==> config.mk <==
export PLATFORM = sky130hd
export DESIGN_NAME = menu_status_overlay
export DESIGN_NICKNAME = d
export VERILOG_FILES = /design/src/rtl/menu_pkg.sv /design/src/rtl/menu_label_rom.sv /design/src/rtl/menu_status_overlay.sv
export SDC_FILE = /design/constraint.sdc
export NUM_CORES = 1
export LEC_CHECK = 0
export ABC_CLOCK_PERIOD_IN_PS = 2400
export CAP_MARGIN = 20
export CORE_MARGIN = 2
export CORE_UTILIZATION = 45
export CTS_BUF_LIST = sky130_fd_sc_hd__clkbuf_16
export DETAILED_ROUTE_END_ITERATION = 10
export GPL_TIMING_DRIVEN = 0
export PLACE_DENSITY = 0.7
export RECOVER_POWER = 100
export SYNTH_ARGS = -nofsm -noshare
export SYNTH_HDL_FRONTEND = slang
export SYNTH_SLANG_ARGS = --single-unit
==> constraint.sdc <==
create_clock -name clk -period 2.4 [get_ports clk]
set_clock_uncertainty 0.15 [all_clocks]
set_input_delay 0.48 -clock clk [delete_from_list [all_inputs] [get_ports clk]]
set_output_delay 0.48 -clock clk [all_outputs]
set_load 0.03 [all_outputs]
==> src/rtl/menu_pkg.sv <==
// Shared types and constants for the menu status overlay.
// Provides 5-bit character codes understood by the 7-segment character
// decoder, the overlay FSM state type and select-field identifiers.
package menu_pkg;

    typedef logic [4:0] char_t;

    typedef enum logic {
        PASS,
        SHOW
    } overlay_state_t;

    // Non-hex glyphs; 0x00-0x0F are the hex digits themselves
    localparam char_t CH_BLANK = 5'h10;
    localparam char_t CH_DASH  = 5'h11;
    localparam char_t CH_N     = 5'h12;
    localparam char_t CH_I     = 5'h13;
    localparam char_t CH_H     = 5'h14;

    // Hex glyphs reused as letters inside labels
    localparam char_t CH_5 = 5'h05;
    localparam char_t CH_A = 5'h0A;
    localparam char_t CH_B = 5'h0B;
    localparam char_t CH_C = 5'h0C;
    localparam char_t CH_D = 5'h0D;

    // Select-field identifiers, in descending display priority
    localparam logic [1:0] FLD_ADC   = 2'd0;
    localparam logic [1:0] FLD_MODE  = 2'd1;
    localparam logic [1:0] FLD_SCALE = 2'd2;
    localparam logic [1:0] FLD_HB    = 2'd3;

endpackage : menu_pkg

==> src/rtl/menu_label_rom.sv <==
// Combinational label lookup for the status overlay.
// Ports:
//   field_id  - which select changed (FLD_* from menu_pkg)
//   field_val - new value of that select
//   label     - four character codes, label[3] is the leftmost digit
module menu_label_rom
    import menu_pkg::*;
(
    input  logic [1:0]  field_id,
    input  logic [1:0]  field_val,
    output char_t [3:0] label
);

    // Last digit always shows the new value as a hex glyph
    char_t val_char;
    assign val_char = char_t'({3'b000, field_val});

    always_comb begin
        label = {CH_BLANK, CH_BLANK, CH_BLANK, CH_BLANK};
        case (field_id)
            FLD_ADC:   label = {CH_A, CH_D, CH_DASH, val_char};
            FLD_MODE:  label = {CH_I, CH_N, CH_DASH, val_char};
            FLD_SCALE: label = {CH_5, CH_C, CH_DASH, val_char};
            FLD_HB:    label = {CH_H, CH_B, CH_DASH, val_char};
            default:   label = {CH_BLANK, CH_BLANK, CH_BLANK, CH_BLANK};
        endcase
    end

endmodule : menu_label_rom

==> src/rtl/menu_status_overlay.sv <==
// Overlays a short setting label on the 4-digit 7-segment path whenever a
// menu select changes, holds it for HOLD_CYCLES clocks, then returns to
// live pass-through.
// Ports:
//   clk, reset          - clock, synchronous active-high reset
//   adc_sel, mode_sel,
//   scale_sel,
//   hex_BCD_sel         - menu select buses (clk domain)
//   data_digits/data_dp - live nibbles and decimal points, [MSB] leftmost
//   disp_chars/disp_dp  - registered character codes and dps to decoder
//   overlay_active      - registered, high while a label is displayed
module menu_status_overlay
    import menu_pkg::*;
#(
    parameter int unsigned HOLD_CYCLES = 150_000_000
) (
    input  logic        clk,
    input  logic        reset,
    input  logic [1:0]  adc_sel,
    input  logic [1:0]  mode_sel,
    input  logic [1:0]  scale_sel,
    input  logic        hex_BCD_sel,
    input  logic [15:0] data_digits,
    input  logic [3:0]  data_dp,
    output logic [19:0] disp_chars,
    output logic [3:0]  disp_dp,
    output logic        overlay_active
);

    localparam int unsigned CNT_W = $clog2(HOLD_CYCLES + 1);
    localparam logic [CNT_W-1:0] HOLD_LOAD = CNT_W'(HOLD_CYCLES - 1);

    overlay_state_t   state_q, state_d;
    logic [CNT_W-1:0] hold_cnt_q, hold_cnt_d;
    char_t [3:0]      label_q, label_d;
    logic [1:0]       prev_adc, prev_mode, prev_scale;
    logic             prev_hb;

    logic [19:0]      disp_chars_d;
    logic [3:0]       disp_dp_d;
    logic             overlay_active_d;

    logic             chg_adc, chg_mode, chg_scale, chg_hb, any_chg;
    logic [1:0]       win_id, win_val;
    char_t [3:0]      rom_label;
    char_t [3:0]      live_chars;

    // Change detection against last-cycle samples
    assign chg_adc   = (adc_sel != prev_adc);
    assign chg_mode  = (mode_sel != prev_mode);
    assign chg_scale = (scale_sel != prev_scale);
    assign chg_hb    = (hex_BCD_sel != prev_hb);
    assign any_chg   = chg_adc | chg_mode | chg_scale | chg_hb;

    // Priority encoder: adc > mode > scale > hex_BCD
    always_comb begin
        win_id  = FLD_HB;
        win_val = {1'b0, hex_BCD_sel};
        if (chg_adc) begin
            win_id  = FLD_ADC;
            win_val = adc_sel;
        end else if (chg_mode) begin
            win_id  = FLD_MODE;
            win_val = mode_sel;
        end else if (chg_scale) begin
            win_id  = FLD_SCALE;
            win_val = scale_sel;
        end
    end

    menu_label_rom u_label_rom (
        .field_id  (win_id),
        .field_val (win_val),
        .label     (rom_label)
    );

    // Live nibbles become hex glyph codes
    always_comb begin
        for (int i = 0; i < 4; i++) begin
            live_chars[i] = char_t'({1'b0, data_digits[i*4 +: 4]});
        end
    end

    // Next-state, hold counter and next-output logic
    always_comb begin
        state_d          = state_q;
        hold_cnt_d       = hold_cnt_q;
        label_d          = label_q;
        disp_chars_d     = live_chars;
        disp_dp_d        = data_dp;
        overlay_active_d = 1'b0;

        case (state_q)
            PASS: begin
                if (any_chg) begin
                    state_d    = SHOW;
                    hold_cnt_d = HOLD_LOAD;
                    label_d    = rom_label;
                end
            end
            SHOW: begin
                if (any_chg) begin
                    hold_cnt_d = HOLD_LOAD;
                    label_d    = rom_label;
                end else if (hold_cnt_q == '0) begin
                    state_d = PASS;
                end else begin
                    hold_cnt_d = hold_cnt_q - CNT_W'(1);
                end
            end
            default: state_d = PASS;
        endcase

        if (state_d == SHOW) begin
            disp_chars_d     = label_d;
            disp_dp_d        = 4'b0000;
            overlay_active_d = 1'b1;
        end
    end

    // State, counter, select history and output registers
    always_ff @(posedge clk) begin
        if (reset) begin
            state_q        <= PASS;
            hold_cnt_q     <= '0;
            label_q        <= {CH_BLANK, CH_BLANK, CH_BLANK, CH_BLANK};
            prev_adc       <= adc_sel;
            prev_mode      <= mode_sel;
            prev_scale     <= scale_sel;
            prev_hb        <= hex_BCD_sel;
            disp_chars     <= {CH_BLANK, CH_BLANK, CH_BLANK, CH_BLANK};
            disp_dp        <= 4'b0000;
            overlay_active <= 1'b0;
        end else begin
            state_q        <= state_d;
            hold_cnt_q     <= hold_cnt_d;
            label_q        <= label_d;
            prev_adc       <= adc_sel;
            prev_mode      <= mode_sel;
            prev_scale     <= scale_sel;
            prev_hb        <= hex_BCD_sel;
            disp_chars     <= disp_chars_d;
            disp_dp        <= disp_dp_d;
            overlay_active <= overlay_active_d;
        end
    end

endmodule : menu_status_overlay

**Word level (Yosys, flattened, before mapping)**

Cells that the tools add are included.
Widths: inputs -> output; s select.

- Output and inout bits: 25
- ROM bits: 0
- Input port bits: 29
- Word-level logic and storage cells: 49
- Register bits: 81
- Latch bits: 0
- Memories: 0
- Bits in writable memories: 0

- Magnitude comparators: 0
- Multipliers: 0
- Shifts and indexed selects: 0
- Reductions and logical operators: 4
- Divide/modulo/power cells: 0
- $add $sub $neg: 1
- Eq/ne operators: 9
- Bitwise gates (word level): 4
- Muxes and demuxes: 18

Operators with widths:

| kind | count |
|---|---|
| $mux 28 | 3 |
| $pmux 20 s4 | 1 |
| $pmux 28 s2 | 1 |
| $mux 20 | 2 |
| $logic_not 28->1 | 1 |
| $sub 28x1->28 const B | 1 |
| $mux 2 | 5 |
| $ne 2x2->1 | 3 |
| $mux 1 | 5 |
| $eq 2x2->1 const B | 2 |
| $ne 3x3->1 const B | 1 |
| $or 1x1->1 | 3 |
| $eq 2x1->1 const B | 1 |
| $logic_not 2->1 | 1 |
| $ne 2x2->1 const B | 1 |
| $pmux 1 s2 | 1 |
| $reduce_and 2->1 | 1 |
| $reduce_or 2->1 | 1 |
| $ne 1x1->1 | 1 |
| $not 1->1 | 1 |

**Depth between registers and ports, before layout**

Gate-level depths: netlist of run 1.

- Depth in word-level cells: 8
- Mapped depth: 9

**Modules after synthesis**

A second synthesis of run 1 with hierarchy kept.

- Cell total of the unflattened synthesis: 382
- Area total of the unflattened synthesis: 3611.0 um^2

Modules (own cells, without submodules):

| module | seq. area each (um^2) | times used | cells an instance | area an instance (um^2) |
|---|---|---|---|---|
| menu_status_overlay | 1601.5 | 1 | 355 | 3402.0 |
| menu_label_rom | 0.0 | 1 | 27 | 209.0 |

**Worst setup path before layout of run 1**

OpenSTA, ideal clock, no wires.

- Kind: register to register
- Start: register hold_cnt_q[0]
- End: register hold_cnt_q[8]
- Period minus slack after synthesis: 2.525 ns
- Slack: -0.125 ns
- Arrival time: 2.243 ns
- Stages on the path, launching flop included: 9
- Library setup time: 0.132 ns
- Data required time: 2.118 ns
- Path through: dfxtp_1 inv_1 ha_1 or4b_2 or4_1 o2111ai_2 buf_4 xor2_1 a21oi_1

- Word-level cells in the longest chain between the ends: 4
- Elaborated cells between the ends (all ways): 7
- Those cells by class: add/sub: 1; eq/ne: 1; mux: 3; reduce/logical: 2

Ends and longest elaborated chain:

| element | RTL line | source |
|---|---|---|
| from (decl) | menu_status_overlay.sv:34 | `logic [CNT_W-1:0] hold_cnt_q, hold_cnt_d;` |
| from (signal assigned) | menu_status_overlay.sv:136 | `hold_cnt_q <= hold_cnt_d;` |
| $sub 28x1->28 | menu_status_overlay.sv:108 | `hold_cnt_d = hold_cnt_q - CNT_W'(1);` |
| $mux 28 | menu_status_overlay.sv:105 | `end else if (hold_cnt_q == '0) begin` |
| $mux 28 | menu_status_overlay.sv:102 | `if (any_chg) begin` |
| $pmux 28 s2 | menu_status_overlay.sv:93 | `case (state_q)` |

Several ways; a longest one is shown, not always the timed one. The select of a mux whose other input is x is not followed.
A chain may end at the register's enable or synchronous reset.

**Worst setup path in the final report of run 1**

- Start: register hold_cnt_q[4]
- End: register disp_chars[1]

- Word-level cells in the longest chain between the ends: 5

Ends and longest elaborated chain:

| element | RTL line | source |
|---|---|---|
| $logic_not 28->1 | menu_status_overlay.sv:105 |  |
| $mux 1 | menu_status_overlay.sv:105 |  |
| $mux 1 | menu_status_overlay.sv:102 |  |
| $pmux 1 s2 | menu_status_overlay.sv:93 |  |
| $mux 20 | menu_status_overlay.sv:114 | `if (state_d == SHOW) begin` |
| to (signal assigned) | menu_status_overlay.sv:131 | `disp_chars <= {CH_BLANK, CH_BLANK, CH_BLANK, CH_BLANK};` |
| to (signal assigned) | menu_status_overlay.sv:142 | `disp_chars <= disp_chars_d;` |
| to (decl) | menu_status_overlay.sv:25 | `output logic [19:0] disp_chars,` |

Every way passes these cells.

==> metrics.txt, run 1 <==
H-tree levels=3; GPL Wtd Cong=0.829; Main synth FF type=dfxtp_1; Die Outline Area=0.00817 mm^2; final std cell area, no fill=0.00508 mm^2; critical path class=reg2reg; largest net degree at the start of global routing=14; dpl cell area=0.00404 mm^2; Int Power=0.00230 W; maximum clock insertion buffer count=2; Mean Syn Cell Area=9.35 um^2; leakage=1.93 nW; vias in the first global route=3079; Post-Syn Instances=359; DRC=0; CP arrival=2.59 ns; GR Overflow Total=0; post-route setup slack=-0.113 ns; num ports=54; die height=90.4 um; Hold-fix buffers, CTS=0; Startpoint Class=register; Post-synth EDFFs=0; Ys Warns=0; initial cell density of the core=46.3%; Finished Core Util=70.1%; total vias in the final route=3218; ys async rst share=0%; Least-Margin Pin Slew=0.631 ns; share of power burned in combinational logic=14.3%; share of layout cells above drive strength 1=32.8%; Highest Clock Rate=398 MHz; RSZ-0062 raised after global routing=yes; total negative slack=-0.995 ns; Pre-Repair DR Iteration Count=4; ANT cells=0; Max Slew Vio Count=0; Power per Cell Area=608 mW/mm^2; Tot Pwr=0.00309 W; largest cells by area after synthesis=dfxtp_1 (48%), a21oi_1 (4.8%), nand2_1 (3.2%); post-DR vias/cell=5.64; antenna violations before repair=0; total track usage=22.5%; CTS Buf Count=9; crit share post-route=105%; drt initial violations=215; switching pwr=0.000795 W; CTS root buf=clkbuf_16; switching share of power=25.7%; Setup crit end kind=register; Distinct cells, synth=54; hold crit path type=reg2reg; Final setup violation count=25; most instantiated cells after synthesis=dfxtp_1 (80), a21oi_1 (32), nand2_1 (29); outcome=finished, violations left; die width=90.4 um; Max Cap Viol=0; Rows=31; wire per inst=17.0 um; Hold Slack=0.299 ns; Synth Cell Area=0.00336 mm^2; buffers added on ports=53; Yosys top cell by area=dfxtp_1; Flop pwr share=46.4%; area grow syn2layout=51.3%; detailed placement HPWL=5770 um; Syn Nets=395; fin crit period=2.51 ns; Synth top area share=47.7%; crit-path max FO=6; global-route wire length before repair=14800 um; Total Nets Final=503; Routed WL=9690 um; violated checks=negative setup slack; antenna-violating nets left=0; most numerous cell in the Yosys netlist=dfxtp_1; Worst VDD drop=0.505 mV; WP data required=2.48 ns; sequential element share of the synthesized area=47.7%; clk_lat worst skew=0.33 ns; Core ar.=0.00725 mm^2; Final Hold Viols=0; Clock power frac=39.3%; max_slew headroom=58.0%; flops & latches, synth=80; clk sinks=80; TritonCTS clock tree=done; clock-pin slew on the worst setup and hold paths=0.06 ns
-- cell type report --
class | count | area [um^2]
buffer | 18 | 144
timing repair buffer | 98 | 912
fill | 545 | 2170
multi-input combinational | 255 | 2000
clock inverter | 7 | 38.8
sequential | 80 | 1620
inverter | 5 | 18.8
clock buffer | 9 | 225
tap | 99 | 124
-- sequential cells by signal, indices dropped and copies added, names as in the netlist --
signal,cells
disp_chars,20
disp_dp,4
hold_cnt_q,28
label_q,20
overlay_active,1
prev_adc,2
prev_hb,1
prev_mode,2
prev_scale,2
-- what timing repair did --
item | 4_1_cts | 5_1_grt
buffers inserted | 18 | 25
pin swaps | 27 | 27
gates cloned | 4 | 0
setup endpoints to repair | 70 | 65
resized for setup | 59 | 60
hold endpoints to repair | 0 | 0
-- stage by stage --
| stage | worst slack [ns] | std cells |
|---|---|---|
| global placement | -0.854 | 511 |
| finish | -0.113 | 571 |
| global route | -0.172 | 571 |
| CTS | -0.0543 | 548 |
| detailed placement | -0.845 | 511 |
| floorplan | -0.0194 | 359 |
-- path summary, 6_finish.rpt --
| kind | depth (start not counted) | to | slack [ns] | start |
|---|---|---|---|---|
| worst max-delay path | 7 | disp_chars[1] | -0.11 | hold_cnt_q[4] |
| worst min-delay path | 2 | disp_chars[9] | 0.30 | label_q[9] |
| worst max register to register | 7 | disp_chars[1] | -0.11 | hold_cnt_q[4] |
| worst min register to register | 2 | disp_chars[9] | 0.30 | label_q[9] |
-- cells by family after synthesis --
| kind of cell | Yosys count | synth area share (%) |
|---|---|---|
| mux | 3 | 0.931 |
| compound gates | 84 | 16.7 |
| xor+xnor | 13 | 3.39 |
| buf+inv | 24 | 3.87 |
| flops | 80 | 47.7 |
| simple gates | 148 | 24.8 |
| fa+ha+maj | 7 | 2.61 |
-- per-layer routing --
metal	track usage, %	share of wire [%]	wire (um)
met4	9.74	2.7	257
met5	0	0	0
met1	27.4	42	4030
met2	38.1	51	4950
met3	5.26	4.7	459
-- cell usage in the layout (no fill, tap or decap), types with 7 or more instances in the layout --
master,netlist,routed
a21oi_2,0,7
and2_1,7,7
dlygate4sd3_1,0,7
clkdlybuf4s50_1,0,46
clkbuf_16,0,9
nand2_1,29,25
or4_4,2,9
or4_1,14,7
dfxtp_1,80,69
nor3_1,18,13
buf_4,3,40
ha_1,7,7
dfxtp_2,0,8
a21oi_1,32,25
nor2_1,25,23
buf_6,2,7
-- critical path, cell delays in order, from the launching register on --
cell and delay [ns]:
dfxtp_4 0.36, or4_4 0.54, or4_4 0.59, o21ai_4 0.20, buf_12 0.14, buf_4 0.11, a211oi_2 0.07, a211oi_2 0.23
-- power by group through the flow --
stage / sequential [W] / clock (W) / combinational, W
global route: 0.00144 / 0.00128 / 0.000473
detailed placement: 0.00146 / 0 / 0.000339
global placement: 0.00146 / 0 / 0.000337
finish: 0.00143 / 0.00122 / 0.000443
CTS: 0.00143 / 0.00123 / 0.000397
floorplan: 0.00149 / 0 / 0.000158
Note: power is estimated with default switching activity, not from simulation.
==> inputs of run 2 (changes only) <==
CTS_CLUSTER_SIZE = 24   (was default)
==> results of run 2 <==
Same layout as run 1: the final DEF is identical, and so are final timing and power.
==> inputs of run 3 (changes only) <==
SKIP_LAST_GASP = 1   (was default)
==> run 3 against run 2 <==
The flow still finishes with violations (negative setup slack); largest cell class unchanged; count of clock-buffer cells in the layout is the same; critical path depth is the same; power shrank 0.19%; largest power group unchanged; fmax is essentially flat; die area is the same; cell area shrank 0.74%; via count grew 0.37%; sequential cell count is the same; cell count is the same.
==> metrics.txt, run 3 (synthesized netlist as in run 1, its figures left out) <==
most frequent cells in the layout=dfxtp_1 (69), clkdlybuf4s50_1 (47), buf_4 (40); Filler Cells Inserted=551 (+1.1%); WP data required=2.48 ns (about the same); H-tree levels=3 (unchanged); clk sinks=80 (unchanged); die width=90.4 um (unchanged); antenna-violating nets left=0 (unchanged); initial cell density of the core=46.3% (unchanged); Biggest register=hold_cnt_q; share of layout cells above drive strength 1=31.8% (-1.1 points); Worst Hold Path EP=disp_chars[9]; Max Cap Viol=0 (unchanged); total track usage=22.5% (about the same); Highest Clock Rate=398 MHz (about the same); total negative slack=-1.10 ns (-0.106 ns); buffers added on ports=53 (unchanged); R2R Path Start=hold_cnt_q[4]; Max Slew Vio Count=0 (unchanged); TritonCTS clock tree=done; Flop pwr share=46.5% (about the same); Final Hold Viols=0 (unchanged); register-to-register setup slack=-0.12 ns (about the same); share of power burned in combinational logic=14.3% (about the same); Tot Pwr=0.00309 W (-0.19%); register area=0.00162 mm^2 (unchanged); outcome=finished, violations left; clk_lat worst skew=0.33 ns (about the same); Hold Slack=0.297 ns (-0.00139 ns); DRC=0 (unchanged); Pre-Repair DR Iteration Count=4 (unchanged); reg-to-reg endpoint=disp_chars[1]; Core ar.=0.00725 mm^2 (unchanged); GPL Wtd Cong=0.829 (unchanged); post-DR vias/cell=5.66 (+0.37%); maximum clock insertion buffer count=2 (unchanged); num ports=54 (unchanged); Int Power=0.00230 W (about the same); Hold Startpoint=label_q[9]; CTS Buf Count=9 (unchanged); wire per inst=16.9 um (-0.24%); area grow syn2layout=50.2%; CTS root buf=clkbuf_16; Register-to-Register Path Depth=7 (unchanged); switching share of power=25.6% (-0.087 points); Setup crit end kind=register; commonest non-fill, non-tap cell in the layout=dfxtp_1; crit share post-route=105% (about the same); Least-Margin Pin Slew=0.634 ns (+0.00318 ns); Routed WL=9670 um (-0.24%); post-route setup slack=-0.115 ns (-0.00217 ns); drt initial violations=166 (-23%); Hold-fix buffers, CTS=0 (unchanged); die height=90.4 um (unchanged); Largest register FFs=28 (unchanged); Hold Crit Depth=2 (unchanged); clock-pin slew on the worst setup and hold paths=0.06 ns (about the same); Total Nets Final=503 (unchanged); Final setup violation count=31 (+24%); Power per Cell Area=612 mW/mm^2 (+0.55%); Startpoint Class=register; antenna violations before repair=0 (unchanged); Die Outline Area=0.00817 mm^2 (unchanged); critical path class=reg2reg; fin crit period=2.52 ns (+0.00217 ns); max_slew headroom=57.7% (-0.21 points); leakage=1.92 nW (-0.43%); dpl cell area=0.00404 mm^2 (unchanged); hold crit path type=reg2reg; Worst VDD drop=0.507 mV (+0.21%); vias in the first global route=3070 (-0.29%); total vias in the final route=3230 (+0.37%); switching pwr=0.000791 W (-0.53%); RSZ-0062 raised after global routing=yes; ANT cells=0 (unchanged); detailed placement HPWL=5770 um (unchanged); GR Overflow Total=0 (unchanged); crit-path max FO=6 (unchanged); final std cell area, no fill=0.00504 mm^2 (-0.74%); multi-input logic area=0.00196 mm^2 (-1.6%); global-route wire length before repair=14800 um (about the same); CP arrival=2.60 ns (about the same); violated checks=negative setup slack; Rows=31 (unchanged); largest net degree at the start of global routing=14 (unchanged); Clock power frac=39.3% (about the same); Regs by FF count=hold_cnt_q: 28 flops, disp_chars: 20 flops, label_q: 20 flops
==> run 3: power groups by stage <==
stage	Combinational, W	Clock, W	Sequential, W
2_1_floorplan	0.000158	0	0.00149
3_3_place_gp	0.000337	0	0.00146
3_5_place_dp	0.000339	0	0.00146
4_1_cts	0.000397	0.00123	0.00143
5_1_grt	0.000470	0.00128	0.00144
6_report	0.000440	0.00121	0.00143
==> run 3: worst max-delay path, cell delays in order, from the launching register on <==
cell      delay (ns)
dfxtp_4         0.36
or4_4           0.54
or4_4           0.59
o21ai_4         0.20
buf_12          0.15
buf_4           0.11
a211oi_2        0.07
a211oi_2        0.23
==> run 3: area by class of cell <==
cell class / count / share of cell area, %
clock buffers: 9 / 4.46
well taps: 99 / 2.46
inverters: 5 / 0.372
plain buffers: 18 / 2.75
repair buffers: 98 / 18.1
clock inverters: 7 / 0.769
multi-input cells: 255 / 38.9
flip-flops and latches: 80 / 32.2
==> run 3: worst max-delay path by stage <==
stage,endpoint,slack [ns],start
final,disp_chars[1],-0.12,hold_cnt_q[4]
after global routing,hold_cnt_q[4],-0.18,adc_sel[0]
after CTS,disp_chars[11],-0.05,hold_cnt_q[0]
after detailed placement,hold_cnt_q[3],-0.85,mode_sel[0]
after global placement,disp_chars[11],-0.85,mode_sel[0]
after floorplan,hold_cnt_q[8],-0.02,hold_cnt_q[0]
==> run 3: what timing repair did <==
action,in CTS,in global routing
endpoints found under the setup margin,70,65
gates cloned,4,0
gates resized for setup,58,49
pin swaps,27,25
setup buffers,18,25
==> run 3: per-layer routing <==
| metal | global-route usage [%] | vias up | routed length (um) | share of wire [%] |
|---|---|---|---|---|
| met1 | 27.4 | 1551 | 3970 | 41 |
| met4 | 9.23 | 0 | 283 | 2.9 |
| met5 | 0 | - | 0 | 0 |
| li1 | - | 1552 | - | - |
| met2 | 38.2 | 102 | 4910 | 51 |
| met3 | 5.26 | 25 | 507 | 5.2 |
==> run 3: through the flow <==
| step | worst slack [ns] | util, % | std cells |
|---|---|---|---|
| after floorplan | -0.0194 | - | 359 |
| after global placement | -0.854 | 55.8 | 511 |
| after detailed placement | -0.845 | 55.8 | 511 |
| after CTS | -0.0543 | 64.7 | 548 |
| after global routing | -0.176 | 69.6 | 571 |
| final | -0.115 | 69.6 | 571 |
